==> src/rtl/song_reader.sv <==
// Song sequencer: walks a song ROM, hands each note to the note player and its
// duration to an external beat timer, and honours play/pause from a level input.
module song_reader #(
  parameter int IDX_BITS = 5
) (
  input  logic                  clk,
  input  logic                  reset,
  input  logic                  play,
  input  logic [1:0]            song,
  input  logic                  beat,
  output logic [IDX_BITS+1:0]   rom_addr,
  input  logic [11:0]           rom_data,
  output logic                  beat_out,
  output logic [5:0]            duration_to_load,
  output logic                  timer_clear,
  input  logic                  timer_done,
  output logic [5:0]            note,
  output logic                  new_note,
  output logic                  song_done
);

  localparam logic [2:0] IDLE   = 3'd0;
  localparam logic [2:0] FETCH  = 3'd1;
  localparam logic [2:0] DECODE = 3'd2;
  localparam logic [2:0] PLAY   = 3'd3;
  localparam logic [2:0] DONE   = 3'd4;

  localparam logic [IDX_BITS-1:0] IDX_LAST = '1;

  logic [2:0]          state;
  logic [IDX_BITS-1:0] idx;
  logic [1:0]          song_q;
  logic                play_q;
  logic [5:0]          rom_note;
  logic [5:0]          rom_dur;
  logic                note_expired;

  assign rom_addr = {song_q, idx};
  assign rom_note = rom_data[11:6];
  assign rom_dur  = rom_data[5:0];

  // Beats only reach the timer while a note is actually sounding.
  assign beat_out = (state == PLAY) & beat & play;

  // The clear pulse lands in the first PLAY cycle; a done seen then is stale.
  assign note_expired = play & timer_done & ~timer_clear;

  always_ff @(posedge clk) begin
    if (reset) begin
      state            <= IDLE;
      idx              <= '0;
      song_q           <= 2'd0;
      play_q           <= 1'b1;
      note             <= 6'd0;
      duration_to_load <= 6'd0;
      new_note         <= 1'b0;
      timer_clear      <= 1'b0;
      song_done        <= 1'b0;
    end else begin
      // play_q tracks play in every state so a held level never retriggers.
      play_q      <= play;
      new_note    <= 1'b0;
      timer_clear <= 1'b0;
      song_done   <= 1'b0;
      case (state)
        IDLE: begin
          if (play && !play_q) begin
            song_q <= song;
            idx    <= '0;
            state  <= FETCH;
          end
        end
        FETCH: begin
          state <= DECODE;
        end
        DECODE: begin
          if (rom_dur != 6'd0) begin
            note             <= rom_note;
            duration_to_load <= rom_dur;
            new_note         <= 1'b1;
            timer_clear      <= 1'b1;
            state            <= PLAY;
          end else begin
            state <= DONE;
          end
        end
        PLAY: begin
          if (note_expired) begin
            if (idx == IDX_LAST) begin
              state <= DONE;
            end else begin
              idx   <= idx + 1'b1;
              state <= FETCH;
            end
          end
        end
        DONE: begin
          song_done <= 1'b1;
          new_note  <= (note != 6'd0);
          note      <= 6'd0;
          state     <= IDLE;
        end
        default: begin
          state <= IDLE;
        end
      endcase
    end
  end

endmodule

==> config.mk <==
export PLATFORM = sky130hd
export DESIGN_NAME = song_reader
export DESIGN_NICKNAME = d
export VERILOG_FILES = /design/src/rtl/song_reader.sv
export SDC_FILE = /design/constraint.sdc
export NUM_CORES = 1
export LEC_CHECK = 0
export BUFFER_PORTS_ARGS = -buffer_cell sky130_fd_sc_hd__buf_2
export CORE_UTILIZATION = 48
export DETAILED_ROUTE_END_ITERATION = 10
export GPL_TIMING_DRIVEN = 0
export PLACE_DENSITY = 0.77
export SLEW_MARGIN = 20
export SYNTH_ARGS = -nofsm -noshare
export SYNTH_HDL_FRONTEND = slang
export SYNTH_SLANG_ARGS = --single-unit
==> constraint.sdc <==
create_clock -name clk -period 2.4 [get_ports clk]
set_input_delay 0.48 -clock clk [delete_from_list [all_inputs] [get_ports clk]]
set_output_delay 0.48 -clock clk [all_outputs]
set_load 0.005 [all_outputs]
==> run metrics, run 1 <==
status completed; Mapped Nets 157; H-Tree Depth 1; startpoint types register; PostCTS Resize Cnt 0; share of layout cells above drive strength 1 32.0%; I/O Pins 42; setup bufs post-CTS 0; Max IR drop VDD approximately 0.48 mV; CTS Buf Count 3; critical path's most frequent cell ha_1; post-synthesis cell type count 35; relative slew slack about three fifths; met2 routed WL 1360 µm; total track usage between 20% and 30%; cell count after synthesis ~140; top cells by count, synth dfxtp_1, nand2_1, a21oi_1, nand3_1, nor2_1; FILL cells around 200; post-synth top area cell dfxtp_1; vias in the first global route ~1,000; row cnt 17; Cell Count Post-Placement around 210; CP peak stage delay about 0.36 ns; gp weighted congestion 0.794; Wirelength per Cell 12.6 µm; Slew @ Worst Pin 0.601 ns; Worst EP arrival around 2.2 ns; total die area approximately 2700 µm²; final setup fails 0; largest net degree at the start of global routing 15; IO Port Bufs 41; total number of vias about 1,100; critical path's top delay family simple AND/OR/NAND/NOR gates; met3 WL post-DR roughly 85 µm; CTS Sinks 26; Layout area overhead 23.2%; TritonRoute pass-1 iters 4; top_reg_cell synth dfxtp_1; Final Util ~65%; Final Slew Violations 0; Worst setup EP type register; Die H 51.9 µm; worst-path cell chain ha_1, and3_1, ha_1, and4bb_1, nor2_1, or3_1, a21boi_1; root buffer cell clkbuf_4; Post-Layout Cell Count roughly 210; register area share after synthesis 43.6%; Area contributors post-synth dfxtp_1, nand2_1, a21oi_1; most common cell in the netlist dfxtp_1; Die Width ~52 µm; CTS max path bufs 2; Leak Pwr a little under 0.7 nW; gr ovfl total 0; crit-path max FO 5; Ant. Diodes 0; DRC 0; Crit Path Category register to register; Post-DRT Antenna Nets 0; hold_buf cts 0; Reg clk slew, reported paths 0.15 ns; RSZ-0062 raised after global routing false; #FFs+latches synth 26; ys async rst share 0%; final wirelength between 2000 and 3000 µm; area fraction of the dominant cell type after synthesis 43.6%; Post-synth EDFFs 0; Synth warnings 0; Final Hold Fails 0; Final Skew ~0.010 ns; post-DR vias/cell between 5 and 6; initial DRC count 10; worst-skew pair later-pin latency 0.33 ns; Mean Syn Cell Area 8.78 µm²; first-pass GRT wire length approximately 4300 µm; CTS tree done; Slowest-stage cell, CP dfxtp_1; Starting Density 52.4%; Critical Path RT between 2 and 3 ns; synthesized cell area 1190 µm²; Max Fclk between 500 and 600 MHz; core footprint between 2000 and 2500 µm²; WL met1 between 1000 and 1500 µm; worst min path class input port to register; Power Density ~760 nW/µm²; nets ~200; crit path buf inv count 0; Highest Signal Layer met4; dpl hpwl just under 2000 µm; Max Cap Viol 0; final period utilization between 70% and 80%; number of antenna violations at the first check in global routing 0; Final Critical Period between 1.5 and 2 ns; Fin Setup TNS 0 ns
==> cell families (layout without fill, tap and decap cells) <==
family	count (synthesis)	after routing	synth area share [%]
AOI/OAI and AO/OA	33	33	17.7
adders and majority gates	2	2	2.10
buffers and inverters	7	52	3.88
DFF	26	26	43.6
muxes	2	2	1.68
and+or+nand+nor	66	66	31.0
==> worst paths after layout <==
| check | startpoint | to | slack (ns) | depth (start not counted) |
|---|---|---|---|---|
| hold / removal | play | play_q | 0.36 | 2 |
| hold reg to reg | song_q[0] | song_q[0] | 0.46 | 2 |
| setup / recovery | idx[0] | idx[0] | 0.48 | 7 |
| setup reg to reg | idx[0] | idx[0] | 0.48 | 7 |
==> worst reg2reg max path: cells and delay by family, from the launching register on <==
| family | cells | cell delay, ns |
|---|---|---|
| AOI/OAI and AO/OA | 1 | 0.14 |
| adders and majority gates | 2 | 0.42 |
| DFF | 1 | 0.36 |
| and+or+nand+nor | 4 | 0.93 |
==> flip-flops by register name, summed over array words and instances, names as in the netlist <==
signal            count
duration_to_load      6
timer_clear           1
state                 3
song_q                2
idx                   5
note                  6
song_done             1
new_note              1
play_q                1
==> power by group <==
part	switching (mW)	total, mW	leakage (nW)	internal, mW
Sequential	0.0344	0.519	0.211	0.484
Combinational	0.203	0.367	0.444	0.164
Clock	0.133	0.226	0.0210	0.0929
Total	0.370	1.11	0.676	0.741
==> layer usage <==
layer | up-vias | track usage [%]
met4 | 0 | 11.3
met3 | 5 | 3.80
met2 | 24 | 38.0
li1 | 569 | -
met5 | - | 0
met1 | 498 | 24.9
==> cell type report <==
cell class,instances,area (µm²),area share (%)
multi-input combinational,103,627,42.6
sequential,26,520,35.4
timing repair buffer,41,205,14.0
buffer,7,46.3,3.15
clock buffer,4,36.3,2.47
tap,28,35.0,2.38
==> stage by stage <==
| stage | area [µm²] | hold WS (ns) | worst slack [ns] | total power [mW] |
|---|---|---|---|---|
| floorplan | 1190 | 0.453 | 0.659 | 0.779 |
| global placement | 1430 | 0.439 | 0.573 | 0.879 |
| global route | 1470 | 0.366 | 0.356 | 1.18 |
| detailed placement | 1430 | 0.447 | 0.517 | 0.897 |
| CTS | 1470 | 0.362 | 0.477 | 1.12 |
| finish | 1470 | 0.361 | 0.484 | 1.11 |
==> layout by cell type, fill, tap and decap left out, drive strengths merged, types with 2 or more instances in the layout <==
cell type,instances
a22oi,2
a21boi,2
nand2,25
dfxtp,26
nor2,8
nor2b,2
or3,2
a21oi,15
and3,4
o21ai,6
nand3,10
clkbuf,7
ha,2
o211ai,2
and3b,2
nor3b,2
mux2i,2
or2,2
buf,45
nand2b,4
Power figures use the tool's default switching activity.
==> run 2: changes to the inputs <==
- CORE_UTILIZATION: 48 -> 43
- PLACE_DENSITY: 0.77 -> 0.73
- clock period: 2.4 -> 1.7 ns (I/O delays scaled with it)
==> run metrics, run 2 (synthesis results as in run 1) <==
Crit Path Category register to register; TritonRoute pass-1 iters 4 (unchanged); gp weighted congestion 0.768 (-3.2%); r2r startpoint idx[1]; critical path's most frequent cell ha_4; first-pass GRT wire length 4410 µm (+2.6%); Post-DRT Antenna Nets 0 (unchanged); final setup fails 5 (+5); worst min path class input port to register; Crit. Startpoint idx[1]; dpl cell area 1440 µm² (+0.61%); Max Cap Viol 0 (unchanged); Worst setup EP type register; pre-CTS setup slack -0.0820 ns (-0.599 ns); Reg2Reg Capture Point idx[4]; gr ovfl total 0 (unchanged); DRC 0 (unchanged); root buffer cell clkbuf_4; relative slew slack 59.1% (-0.87 points); Final Hold Fails 0 (unchanged); crit-path max FO 4 (-1); Leak Pwr 0.702 nW (+3.8%); Worst EP arrival 2.01 ns (-0.17 ns); total die area 2990 µm² (+11%); Ant. Diodes 0 (unchanged); failing checks negative setup slack; Final Skew 0.00102 ns (-0.00918 ns); CTS Buf Count 3 (unchanged); CTS tree done; IO Port Bufs 41 (unchanged); Final Slew Violations 0 (unchanged); vias in the first global route 1,057 (+3.7%); share of layout cells above drive strength 1 40.1% (+8.1 points); Final Util 62.0% (-2.6 points); most common cell after layout, fill and taps aside buf_2; Max IR drop VDD 0.630 mV (+32%); Worst Setup EP idx[4]; post-DR vias/cell 5.39 (+2.7%); CTS Sinks 26 (unchanged); Final Critical Period 1.77 ns (-0.144 ns); Die H 54.7 µm (+5.4%); Max Fclk 565 MHz (+8.1%); total track usage 20.6% (-1.1 points); worst-path cell chain ha_4, and3_4, ha_4, and4bb_2, nor2_4, buf_4, o211ai_1, o21ai_1; Critical Path RT 1.94 ns (-0.72 ns); Starting Density 46.9% (-5.5 points); r2r worst-path depth 8 (+1); final period utilization 104% (+24 points); I/O Pins 42 (unchanged); Power Density 1060 nW/µm² (+41%); RSZ-0062 raised after global routing true; number of antenna violations at the first check in global routing 0 (unchanged); CP peak stage delay 0.36 ns (about the same); total number of vias 1,169 (+6.7%); nets 209 (+3.0%); largest net degree at the start of global routing 15 (unchanged); Die Width 54.7 µm (+5.4%); largest registers duration_to_load x6, note x6, idx x5; startpoint types register; final instance area 1580 µm² (+7.4%); H-Tree Depth 1 (unchanged); status finished, violations left; total power 1.68 mW (+51%); worst reg2reg setup slack -0.07 ns (-0.56 ns); Layout area overhead 32.3%; core footprint 2540 µm² (+12%); Slew @ Worst Pin 0.614 ns (+0.0131 ns); commonest cells after routing, fill and taps aside buf_2, nand2_1, dfxtp_1, a21oi_1, nand3_1; dpl hpwl 1950 µm (-1.8%); Wirelength per Cell 13.1 µm (+3.6%); worst-skew pair later-pin latency 0.34 ns (about the same); row cnt 18 (+1); CTS max path bufs 2 (unchanged); final wirelength 2840 µm (+7.5%); Final WS setup -0.0715 ns (-0.556 ns); initial DRC count 19 (+9); Fin Setup TNS -0.144 ns (-0.144 ns); Slowest-stage cell, CP dfxtp_2; Reg clk slew, reported paths 0.14 ns (about the same)
==> run 2: cell type report <==
class,instances,area [µm²]
Sequential cell,26,529
Fill cell,246,966
Buffer,7,56.3
Multi-Input combinational cell,103,669
Tap cell,30,37.5
Clock buffer,4,36.3
Timing Repair Buffer,47,250
==> run 2: critical path: cells and delay by family (launching register included) <==
kind                       cells  cell delay (ns)
AOI/OAI and AO/OA              2             0.30
and+or+nand+nor                3             0.55
DFF                            1             0.36
adders and majority gates      2             0.31
buffers and inverters          1             0.16
==> run 2: repair_timing <==
item	4_1_cts	5_1_grt
setup endpoints to repair	4	6
buffers inserted	4	2
pin swaps	7	4
hold buffers	0	0
gates resized for setup	9	9
==> run 2: worst min-delay path by stage <==
stage / startpoint / end / depth (start not counted)
floorplan: play / play_q / 1
global placement: duration_to_load[5] / duration_to_load[5] / 2
detailed placement: duration_to_load[5] / duration_to_load[5] / 2
CTS: play / play_q / 2
global route: play / play_q / 2
finish: play / play_q / 2
==> run 2: through the flow <==
stage	hold WS (ns)	instances
floorplan	0.447	136
global placement	0.441	207
detailed placement	0.446	207
CTS	0.212	215
global route	0.209	217
finish	0.213	217
==> run 2: routing by layer <==
layer	wire length [µm]	global-route usage, %	vias up
met4	46	8.97	0
met3	127	3.06	5
met1	1270	24.7	552
met2	1400	35.9	30
li1	-	-	582
met5	0	0	-
==> run 2: power by group <==
part,switching [mW],internal (mW)
registers,0.0474,0.691
logic,0.321,0.293
clock network,0.197,0.132
total,0.566,1.12
